[src/rtl/cacheline_arbiter_pkg.sv]
`default_nettype none
// ============================================================================
// Module      : cacheline_arbiter_pkg
// Description : Shared types and default widths for the I/D cacheline arbiter.
//               ARB_ROUND_ROBIN_EN (optional) selects round-robin arbitration
//               in the users of this package.
// Revision    : 1.0 - initial release
// ============================================================================
package cacheline_arbiter_pkg;

  localparam int DEF_ADDR_W = 32;
  localparam int DEF_LINE_W = 256;

  // Arbiter FSM states; SERVE_x also names the winner from the selector.
  typedef enum logic [1:0] {
    IDLE    = 2'd0,
    SERVE_I = 2'd1,
    SERVE_D = 2'd2
  } arb_state_t;

  // Operation latched for the granted transaction.
  typedef enum logic {
    OP_READ  = 1'b0,
    OP_WRITE = 1'b1
  } arb_op_t;

endpackage
`default_nettype wire

[src/rtl/cacheline_arb_select.sv]
`default_nettype none
// ============================================================================
// Module      : cacheline_arb_select
// Description : Combinational winner pick between the I-cache and D-cache
//               requests. Default build: fixed priority, D over I.
//               ARB_ROUND_ROBIN_EN: on a contest, the side not served last wins.
// Revision    : 1.0 - initial release
// ============================================================================
module cacheline_arb_select
  import cacheline_arbiter_pkg::*;
(
  input  logic       i_icache_req,
  input  logic       i_dcache_req,
`ifdef ARB_ROUND_ROBIN_EN
  input  logic       i_rr_favour_icache,
`endif
  output arb_state_t o_grant
);

  // Pick the winner; IDLE means nobody is asking.
  always_comb begin
    o_grant = IDLE;
    if (i_icache_req && i_dcache_req) begin
`ifdef ARB_ROUND_ROBIN_EN
      o_grant = i_rr_favour_icache ? SERVE_I : SERVE_D;
`else
      o_grant = SERVE_D;
`endif
    end else if (i_dcache_req) begin
      o_grant = SERVE_D;
    end else if (i_icache_req) begin
      o_grant = SERVE_I;
    end
  end

endmodule
`default_nettype wire

[src/rtl/cacheline_arbiter.sv]
`default_nettype none
// ============================================================================
// Module      : cacheline_arbiter
// Description : Shares one cacheline adaptor between the I-cache (read only)
//               and the D-cache (read/writeback). One full-line transaction in
//               flight, request latched at grant, completion pulse steered back
//               to the owner. Optional macro ARB_ROUND_ROBIN_EN enables
//               round-robin arbitration instead of fixed D-over-I priority.
// Revision    : 1.0 - initial release
// ============================================================================
module cacheline_arbiter
  import cacheline_arbiter_pkg::*;
#(
  parameter int ADDR_W = DEF_ADDR_W,
  parameter int LINE_W = DEF_LINE_W
) (
  input  logic              clk,
  input  logic              rst,
  input  logic              icache_read,
  input  logic [ADDR_W-1:0] icache_address,
  output logic [LINE_W-1:0] icache_rdata,
  output logic              icache_resp,
  input  logic              dcache_read,
  input  logic              dcache_write,
  input  logic [ADDR_W-1:0] dcache_address,
  input  logic [LINE_W-1:0] dcache_wdata,
  output logic [LINE_W-1:0] dcache_rdata,
  output logic              dcache_resp,
  output logic              mem_read,
  output logic              mem_write,
  output logic [ADDR_W-1:0] mem_address,
  output logic [LINE_W-1:0] mem_wdata,
  input  logic [LINE_W-1:0] mem_rdata,
  input  logic              mem_resp
);

  arb_state_t        r_state;
  logic              r_mem_read;
  logic              r_mem_write;
  logic [ADDR_W-1:0] r_mem_address;
  logic [LINE_W-1:0] r_mem_wdata;
`ifdef ARB_ROUND_ROBIN_EN
  logic              r_rr_favour_i;   // 1: I-cache wins the next contest
`endif

  arb_state_t        w_grant;
  arb_op_t           w_d_op;
  logic              w_dcache_req;

  // A writeback outranks a read if the D-cache ever raises both.
  assign w_dcache_req = dcache_read | dcache_write;
  assign w_d_op       = dcache_write ? OP_WRITE : OP_READ;

  cacheline_arb_select u_select (
    .i_icache_req       (icache_read),
    .i_dcache_req       (w_dcache_req),
`ifdef ARB_ROUND_ROBIN_EN
    .i_rr_favour_icache (r_rr_favour_i),
`endif
    .o_grant            (w_grant)
  );

  // Grant FSM: latch the winner's request in IDLE, hold it until mem_resp.
  always_ff @(posedge clk) begin
    if (rst) begin
      r_state       <= IDLE;
      r_mem_read    <= 1'b0;
      r_mem_write   <= 1'b0;
      r_mem_address <= '0;
      r_mem_wdata   <= '0;
`ifdef ARB_ROUND_ROBIN_EN
      r_rr_favour_i <= 1'b0;
`endif
    end else begin
      case (r_state)
        IDLE: begin
          if (w_grant == SERVE_D) begin
            r_mem_read    <= (w_d_op == OP_READ);
            r_mem_write   <= (w_d_op == OP_WRITE);
            r_mem_address <= dcache_address;
            if (w_d_op == OP_WRITE) begin
              r_mem_wdata <= dcache_wdata;
            end
            r_state       <= SERVE_D;
          end else if (w_grant == SERVE_I) begin
            r_mem_read    <= 1'b1;
            r_mem_write   <= 1'b0;
            r_mem_address <= icache_address;
            r_state       <= SERVE_I;
          end
        end
        SERVE_I, SERVE_D: begin
          if (mem_resp) begin
            r_mem_read    <= 1'b0;
            r_mem_write   <= 1'b0;
            r_state       <= IDLE;
`ifdef ARB_ROUND_ROBIN_EN
            r_rr_favour_i <= (r_state == SERVE_D);
`endif
          end
        end
        default: begin
          r_state     <= IDLE;
          r_mem_read  <= 1'b0;
          r_mem_write <= 1'b0;
        end
      endcase
    end
  end

  assign mem_read    = r_mem_read;
  assign mem_write   = r_mem_write;
  assign mem_address = r_mem_address;
  assign mem_wdata   = r_mem_wdata;

  // Only the completion pulse is steered; both caches see the adaptor line.
  assign icache_resp  = (r_state == SERVE_I) & mem_resp;
  assign dcache_resp  = (r_state == SERVE_D) & mem_resp;
  assign icache_rdata = mem_rdata;
  assign dcache_rdata = mem_rdata;

`ifndef SYNTHESIS
  // Flag protocol violations by the D-cache or the adaptor.
  always_ff @(posedge clk) begin
    if (!rst) begin
      assert (!(dcache_read && dcache_write));
      assert (!(mem_resp && (r_state == IDLE)));
      assert (!(r_mem_read && r_mem_write));
    end
  end
`endif

endmodule
`default_nettype wire

[config.mk]
export PLATFORM = sky130hd
export DESIGN_NAME = cacheline_arbiter
export DESIGN_NICKNAME = d
export VERILOG_FILES = /design/src/rtl/cacheline_arbiter_pkg.sv /design/src/rtl/cacheline_arb_select.sv /design/src/rtl/cacheline_arbiter.sv
export SDC_FILE = /design/constraint.sdc
export NUM_CORES = 1
export LEC_CHECK = 0
export CORE_AREA = 2 2 545 547
export CTS_BUF_LIST = sky130_fd_sc_hd__clkbuf_16
export CTS_CLUSTER_DIAMETER = 50
export CTS_CLUSTER_SIZE = 14
export DETAILED_ROUTE_END_ITERATION = 12
export DIE_AREA = 0 0 547 549
export GPL_TIMING_DRIVEN = 0
export SETUP_SLACK_MARGIN = 0.05
export SLEW_MARGIN = 20
export SYNTH_ARGS = -nofsm -noshare
export SYNTH_HDL_FRONTEND = slang
export SYNTH_SLANG_ARGS = --single-unit
export TNS_END_PERCENT = 10
[constraint.sdc]
create_clock -name clk -period 2.7 [get_ports clk]
set_input_delay 0.81 -clock clk [delete_from_list [all_inputs] [get_ports clk]]
set_output_delay 0.81 -clock clk [all_outputs]
set_load 0.02 [all_outputs]
# After elaboration in Yosys (flattened, before gate mapping)
# Index checks and enable logic that the tools add are counted.
dict set report word_totals {
  input_bits 582
  word_cells 39
  reg_bits 292
  out_inout_bits 804
}
dict set report classes {
  muxes 17
  n_bitwise 4
  n_reduce_logical 7
  n_eq_ne 6
}
# cell n
set op_table {}
lappend op_table {{2-to-1 mux 32 bit} 2}
lappend op_table {{2-to-1 mux 2 bit} 5}
lappend op_table {{2-to-1 mux 1 bit} 7}
lappend op_table {{== test 2 x 1 -> 1 bit, second input constant} 2}
lappend op_table {{== test 2 bit, second input constant} 2}
lappend op_table {{one-hot mux 1 bit (2 select lines)} 2}
lappend op_table {{one-hot mux 2 bit (2 select lines)} 1}
lappend op_table {{AND reduction 2 bit} 2}
lappend op_table {{inequality test 3 bit, second input constant} 1}
lappend op_table {{AND reduction 3 bit} 1}
lappend op_table {{bitwise AND 1 bit} 2}
lappend op_table {{zero test 2 bit} 1}
lappend op_table {{inequality test 2 bit, second input constant} 1}
lappend op_table {{nonzero test 2 bit} 1}
lappend op_table {{OR reduction 2 bit} 1}
lappend op_table {{logical AND 1 bit} 1}
lappend op_table {{inverter 1 bit} 1}
lappend op_table {{OR 1 bit} 1}

# Depth between registers and ports, before layout
# Gate-level depths: netlist of the first run.
dict set report depth {
  depth_word 7
  ltp_mapped 8
  depth_no_buf 5
}

# Modules after synthesis
# From an unflattened synthesis of the first run, not the netlist that was laid out.
dict set report hier_totals {
  hier_cells 1800
  hier_area_um2 14412.6
}
# module cells_per_inst n_inst seq_area_each_um2 area_per_inst_um2
set modules_own_cells {}
lappend modules_own_cells {cacheline_arbiter 1798 1 5845.6 14402.6}
lappend modules_own_cells {cacheline_arb_select 2 1 0.0 10.0}

# Worst setup path before layout of the first run
# OpenSTA, ideal clock, no wires.
dict set report synth_path {
  path_type {input to output}
  from {in mem_resp}
  to {out dcache_resp}
  required_ns 1.890
  t_arrival_ns 1.026
  n_path_buf 0
  slack_ns 0.864
  path_stages 1
  path_cell_list {and2_1}
}
dict set report synth_between {
  elab_chain_len 1
}
# element line
set synth_lines {}
lappend synth_lines {{start, declared} cacheline_arbiter.sv:34} ;# input logic mem_resp
lappend synth_lines {{bitwise AND 1 bit} cacheline_arbiter.sv:118} ;# assign dcache_resp = (r_state == SERVE_D) & mem_resp;
lappend synth_lines {{end, declared} cacheline_arbiter.sv:28} ;# output logic dcache_resp,
# No other way between the ends.

# Final worst setup path of the first run
dict set report layout_path {
  from {in mem_rdata[100]}
  to {out dcache_rdata[100]}
}
# element line
set layout_rtl {}
lappend layout_rtl {{start, declared} cacheline_arbiter.sv:33} ;# input logic [LINE_W-1:0] mem_rdata,
lappend layout_rtl {{end, declared} cacheline_arbiter.sv:27} ;# output logic [LINE_W-1:0] dcache_rdata,
# No word-level cell between the ends.

==> results of run 1 <==
repair_timing:
item                                    CTS  global route
gates resized for setup                 177             1
endpoints found under the setup margin  249             8
endpoints found under the hold margin     0             0
hold buffers                              0             0
pin swaps                                 0             0
synth_stat cells:
master	instances	area (sq um)
ha_1	3	37.54
nand2b_1	2	12.51
or2_2	1	6.260
o31a_1	1	8.760
dfxtp_1	292	5846
buf_2	36	180.2
nand2_1	546	2049
nor3b_1	1	7.510
a21oi_1	259	1296
clkbuf_1	38	142.6
o2111ai_1	1	8.760
o32ai_1	1	8.760
nor2b_1	2	12.51
inv_1	3	11.26
nor2_2	1	6.260
buf_6	8	90.09
o22ai_1	1	6.260
nor2_1	32	120.1
and2_1	3	18.77
a311oi_2	32	480.5
nand3b_1	1	7.510
o21ai_0	34	170.2
buf_4	538	4039
area by class of cell:
class	count	area, sq um	share of cell area [%]
plain buffers	620	4457	13.68
clock buffers	53	1326	4.071
flip-flops and latches	292	5846	17.94
diodes	38	95.09	0.2919
clock inverters	43	519.2	1.594
inverters	3	11.26	0.03456
repair buffers	1128	11140	34.18
multi-input cells	921	4260	13.08
well taps	3939	4928	15.13
flip-flops by register name (all words and copies together), names as in the netlist:
name,flops
mem_address,32
r_state,2
mem_read,1
mem_write,1
mem_wdata,256
metal layers:
| layer | vias to the layer above | wire (um) | global-route usage [%] |
|---|---|---|---|
| met5 | - | 506 | 0.4907 |
| met4 | 46 | 6594 | 3.739 |
| met3 | 276 | 31050 | 8.365 |
| met2 | 1439 | 79930 | 18.15 |
| met1 | 8211 | 77550 | 14.48 |
| li1 | 7802 | - | - |
per-stage QoR:
step	util [%]	total power (uW)	setup TNS (ps)	hold WS, ps	cells
finish	11.04	18020	0	448.5	7037
global route	11.02	18720	0	466.2	7013
CTS	11.01	18340	0	450.8	6999
detailed placement	10.45	11040	-60920	445.4	6903
global placement	10.43	11040	-132930	442.6	6901
floorplan	-	7497	0	470.4	1836
power groups by stage:
| stage | registers, uW | logic (uW) | clock network (uW) |
|---|---|---|---|
| 6_report | 4930 | 5850 | 7250 |
| 5_1_grt | 4960 | 6170 | 7580 |
| 2_1_floorplan | 5400 | 2090 | 0 |
| 3_3_place_gp | 5000 | 6040 | 0 |
| 3_5_place_dp | 5010 | 6030 | 0 |
| 4_1_cts | 4920 | 5950 | 7460 |
kinds of logic after synthesis:
| family | share of synthesized area (%) |
|---|---|
| AOI/OAI and AO/OA | 13.59 |
| and+or+nand+nor | 15.38 |
| DFF | 40.13 |
| adders and majority gates | 0.2577 |
| buffers and inverters | 30.64 |
tightest hold or removal path, stage by stage (launching register included):
cell and delay (ps):
dfxtp_1 300, nand2_1 50, a21oi_1 50
path summary, 6_finish.rpt:
kind / startpoint / cells after the start / slack, ps / endpoint
worst max-delay path: mem_rdata[100] / 2 / 50 / dcache_rdata[100]
worst min-delay path: mem_wdata[251] / 2 / 450 / mem_wdata[251]
worst max register to register: r_state[0] / 8 / 310 / mem_wdata[53]
worst min register to register: mem_wdata[251] / 2 / 450 / mem_wdata[251]
==> qor.yml, run 1 <==
layout:
  stdcell_area_sq_um: 32580
  nNetsFinal: 3604
  nFillCells: 34170
  final_common_cell: "clkdlybuf4s50_1"
  mostFrequentLayoutCells: "clkdlybuf4s50_1 (979), buf_4 (562), nand2_1 (545), dfxtp_1 (292), a21oi_1 (259)"
  layout-drive-gt1-share_pct: 24.22
  syn_to_final_growth_pct: 123.7
sta:
  skew_ps: 38.25
  fmax_ghz: 0.3768
  rsz0062_at_grt: "true"
  slew_headroom_pct: 32.53
  worst_pin_slew_ps: 1012
  worst_slack_ps: 46.09
  fin_crit_ps: 2654
  hold_viol: 0
  setup_viol: 0
  slew_viol_final: 0
  finalCritPeriodShare_pct: 98.29
detailed_routing:
  vias_per_cell: 2.526
  first_pass_iters: 5
  drt_iter0_markers: 1189
  finalWirelength_um: 195600
  drtAntennaViolNets: 0
  wire_per_inst_um: 27.80
  via_count: 17770
  drc: 0
pwr:
  clkPwrFrac_pct: 40.2
  swShare_pct: 36.30
  switching_power_uw: 6543
  p_comb_share_pct: 32.4
  power.static_leakage_uw: 0.01220
  p_int_uw: 11480
  power_density_nw_per_um2: 553.2
  seq_power_share_pct: 27.3
  ir_drop_mv: 0.4482
die:
  start_util_pct: 4.937
  core_region_area_sq_um: 295000
  die-area_sq_um: 300300
  die_w_um: 547
  floorplan.rows: 200
  num_io_pins: 1386
  dieHeight_um: 549
worst_setup_path:
  critPathLaunchType: "primary input"
  required_ps: 1890
  crit_chain: "buf_4, clkdlybuf4s50_1"
  crit_family: "buffers and inverters"
  end_kind: "output pin"
  path_buf_inv: 2
  crit_type: "primary input to output pin"
  path_max_fanout: 2
  slowest_delay_ps: 950
  crit_arrival_ps: 1840
  cp_slowest_cell: "clkdlybuf4s50_1"
clocking:
  postCtsSetupBuffers: 0
  path_clk_slew_ps: 50
  cts_buffers: 53
  tritoncts: "built"
  clock_latency_ps: 710
  cts_buffer_depth: 3
  h-tree-depth: 2
  clock-root-buffer: "clkbuf_16"
  cts.sinks: 292
yosys:
  syn_avg_cell_area_sq_um: 7.934
  synth_area_sq_um: 14570
  ys_seq_elements: 292
  synthCells: 1836
  syn-num-nets: 2421
  ys_seq_area_share_pct: 40.13
  yosys_warnings: 0
  ys_types: 23
place:
  dp_hpwl_um: 179400
  place_area_sq_um: 30820
  gp_routability_congestion: 0.9760
  preCtsSetupSlack_ps: -711.4
  portBuffers: 1126
global_route:
  grt_usage_pct: 12.44
  grt_max_degree: 16
  grt_pass1_wl_um: 229200
  grt-ovfl-total: 0
  first_global_vias: 16700
  antenna_found_initial: 115
outcome:
  status: "complete, no violations"
min_path:
  min-delay-path-class: "flip-flop to flip-flop"
flow_run:
  maxCapViolCount: 0
Power figures use the tool's default switching activity.
==> inputs of run 2 (changes only) <==
==> constraint.sdc (replaced) <==
create_clock -name clk -period 2.5 [get_ports clk]
set_input_delay 0.75 -clock clk [delete_from_list [all_inputs] [get_ports clk]]
set_output_delay 0.75 -clock clk [all_outputs]
set_load 0.1 [all_outputs]
==> qor.yml, run 2 (same netlist as run 1, synthesis figures left out) <==
outcome:
  status: "complete, no violations"
clocking:
  path_clk_slew_ps: 60  # about the same
  h-tree-depth: 2  # unchanged
  cts_buffer_depth: 3  # unchanged
  tritoncts: "built"
  clock_latency_ps: 710  # about the same
  clock-root-buffer: "clkbuf_16"
  cts.sinks: 292  # unchanged
  ctsHoldBuffers: 0  # unchanged
  cts_buffers: 51  # -3.8%
die:
  die_w_um: 547  # unchanged
  dieHeight_um: 549  # unchanged
  die-area_sq_um: 300300  # unchanged
  core_region_area_sq_um: 295000  # unchanged
  num_io_pins: 1386  # unchanged
  start_util_pct: 4.937  # unchanged
  floorplan.rows: 200  # unchanged
worst_setup_path:
  crit_type: "primary input to output pin"
  cp_slowest_cell: "clkdlybuf4s50_1"
  crit_chain: "clkdlybuf4s50_1, and2_1, buf_12"
  slowest_delay_ps: 520  # -430 ps
  critPathLaunchType: "primary input"
  end_kind: "output pin"
  critPathLaunch: "mem_resp"
  crit_arrival_ps: 1710  # -130 ps
  path_max_fanout: 4  # +2
  required_ps: 1750  # -140 ps
  r2r-start: "r_state[0]"
layout:
  largest_reg_flops: 256  # unchanged
  utilization_pct: 10.30  # -0.74 points
  final_common_cell: "buf_4"
  mostFrequentLayoutCells: "buf_4 (914), nand2_1 (545), clkdlybuf4s50_1 (322), buf_2 (307), dfxtp_1 (291)"
  layout-drive-gt1-share_pct: 49.44  # +25 points
  syn_to_final_growth_pct: 108.6
  nNetsFinal: 3602  # -0.055%
global_route:
  grt_pass1_wl_um: 228800  # -0.19%
  antenna_found_initial: 115  # unchanged
  grt-ovfl-total: 0  # unchanged
  grt_max_degree: 16  # unchanged
  first_global_vias: 16550  # -0.85%
  grt_usage_pct: 12.43  # about the same
sta:
  fin_crit_ps: 2456
  finalCritPeriodShare_pct: 98.24
  hold_ws_ps: 448.9  # +0.4460 ps
  slew_headroom_pct: 34.08  # +1.5 points
  rsz0062_at_grt: "true"
  worst_pin_slew_ps: 988.9  # -23.16 ps
  slew_viol_final: 0  # unchanged
  hold_viol: 0  # unchanged
  fmax_ghz: 0.4072
  skew_ps: 34.98  # -3.273 ps
  setup_viol: 0  # unchanged
detailed_routing:
  vias_per_cell: 2.518  # -0.31%
  wire_per_inst_um: 27.79  # about the same
  drc: 0  # unchanged
  wl_met1_um: 76140  # -1.8%
  drt_iter0_markers: 1292  # +8.7%
  dr_wl_met3_um: 32290  # +4.0%
  first_pass_iters: 6  # +1
  wl_met2_um: 79470  # -0.58%
  routed.top_layer: "met5"
  drtAntennaViolNets: 0  # unchanged
  via_count: 17710  # -0.37%
  finalWirelength_um: 195500  # about the same
place:
  dp_hpwl_um: 179800  # +0.20%
  gp_routability_congestion: 0.9760  # unchanged
  portBuffers: 1126  # unchanged
flow_run:
  maxCapViolCount: 0  # unchanged
min_path:
  min-delay-path-class: "flip-flop to flip-flop"
  hp-start: "mem_wdata[156]"
pwr:
  ir_drop_mv: 0.6032  # +35%
  power.static_leakage_uw: 0.01242  # +1.8%
  power_density_nw_per_um2: 787.5  # +42%
  power_uw: 23930  # +33%
run 2: area by class of cell:
| cell class | count | area [sq um] |
|---|---|---|
| diodes | 34 | 85.08 |
| plain buffers | 620 | 4473 |
| clock buffers | 51 | 1276 |
| clock inverters | 45 | 523.0 |
| fillers | 34500 | 264700 |
| inverters | 3 | 11.26 |
| multi-input cells | 921 | 4260 |
| flip-flops and latches | 292 | 5847 |
| well taps | 3939 | 4928 |
| repair buffers | 1128 | 8979 |
run 2: critical path: cells and delay by family:
family | cells | cell delay [ps]
buffers and inverters | 2 | 690
AND/OR/NAND/NOR | 1 | 190
run 2: path summary, 6_finish.rpt:
path	slack, ps	end	cells past startpoint
worst max register to register	230	mem_wdata[53]	8
worst min register to register	450	mem_wdata[156]	2
worst min-delay path	450	mem_wdata[156]	2
worst max-delay path	40	dcache_resp	3
run 2: what timing repair did:
action	CTS	global route
pin swaps	0	0
gates resized for setup	1114	208
buffers inserted	0	0
setup endpoints to repair	822	397
run 2: per-stage QoR:
| step | setup WS [ps] | std cells | cell area, sq um | TNS, ps |
|---|---|---|---|---|
| after floorplan | 263.4 | 1836 | 14570 | 0 |
| after global placement | -1321 | 6901 | 30770 | -326330 |
| after detailed placement | -849.0 | 6903 | 29670 | -176930 |
| after CTS | -236.6 | 6999 | 30480 | -37350 |
| after global routing | -13.29 | 7013 | 30330 | -13.29 |
| final | 43.91 | 7033 | 30380 | 0 |
run 2: power breakdown:
group | internal (uW) | switching, uW | leakage [uW]
combinational | 2280 | 8700 | 0.00913
sequential | 5060 | 255 | 0.00240
clock | 4470 | 3150 | 0.000886
total | 11800 | 12100 | 0.0124
run 2: layer usage:
metal / GRT usage, % / vias to the layer above
met3: 8.341 / 296
li1: - / 7789
met2: 18.09 / 1436
met5: 0.5065 / -
met1: 14.48 / 8144
met4: 3.810 / 44
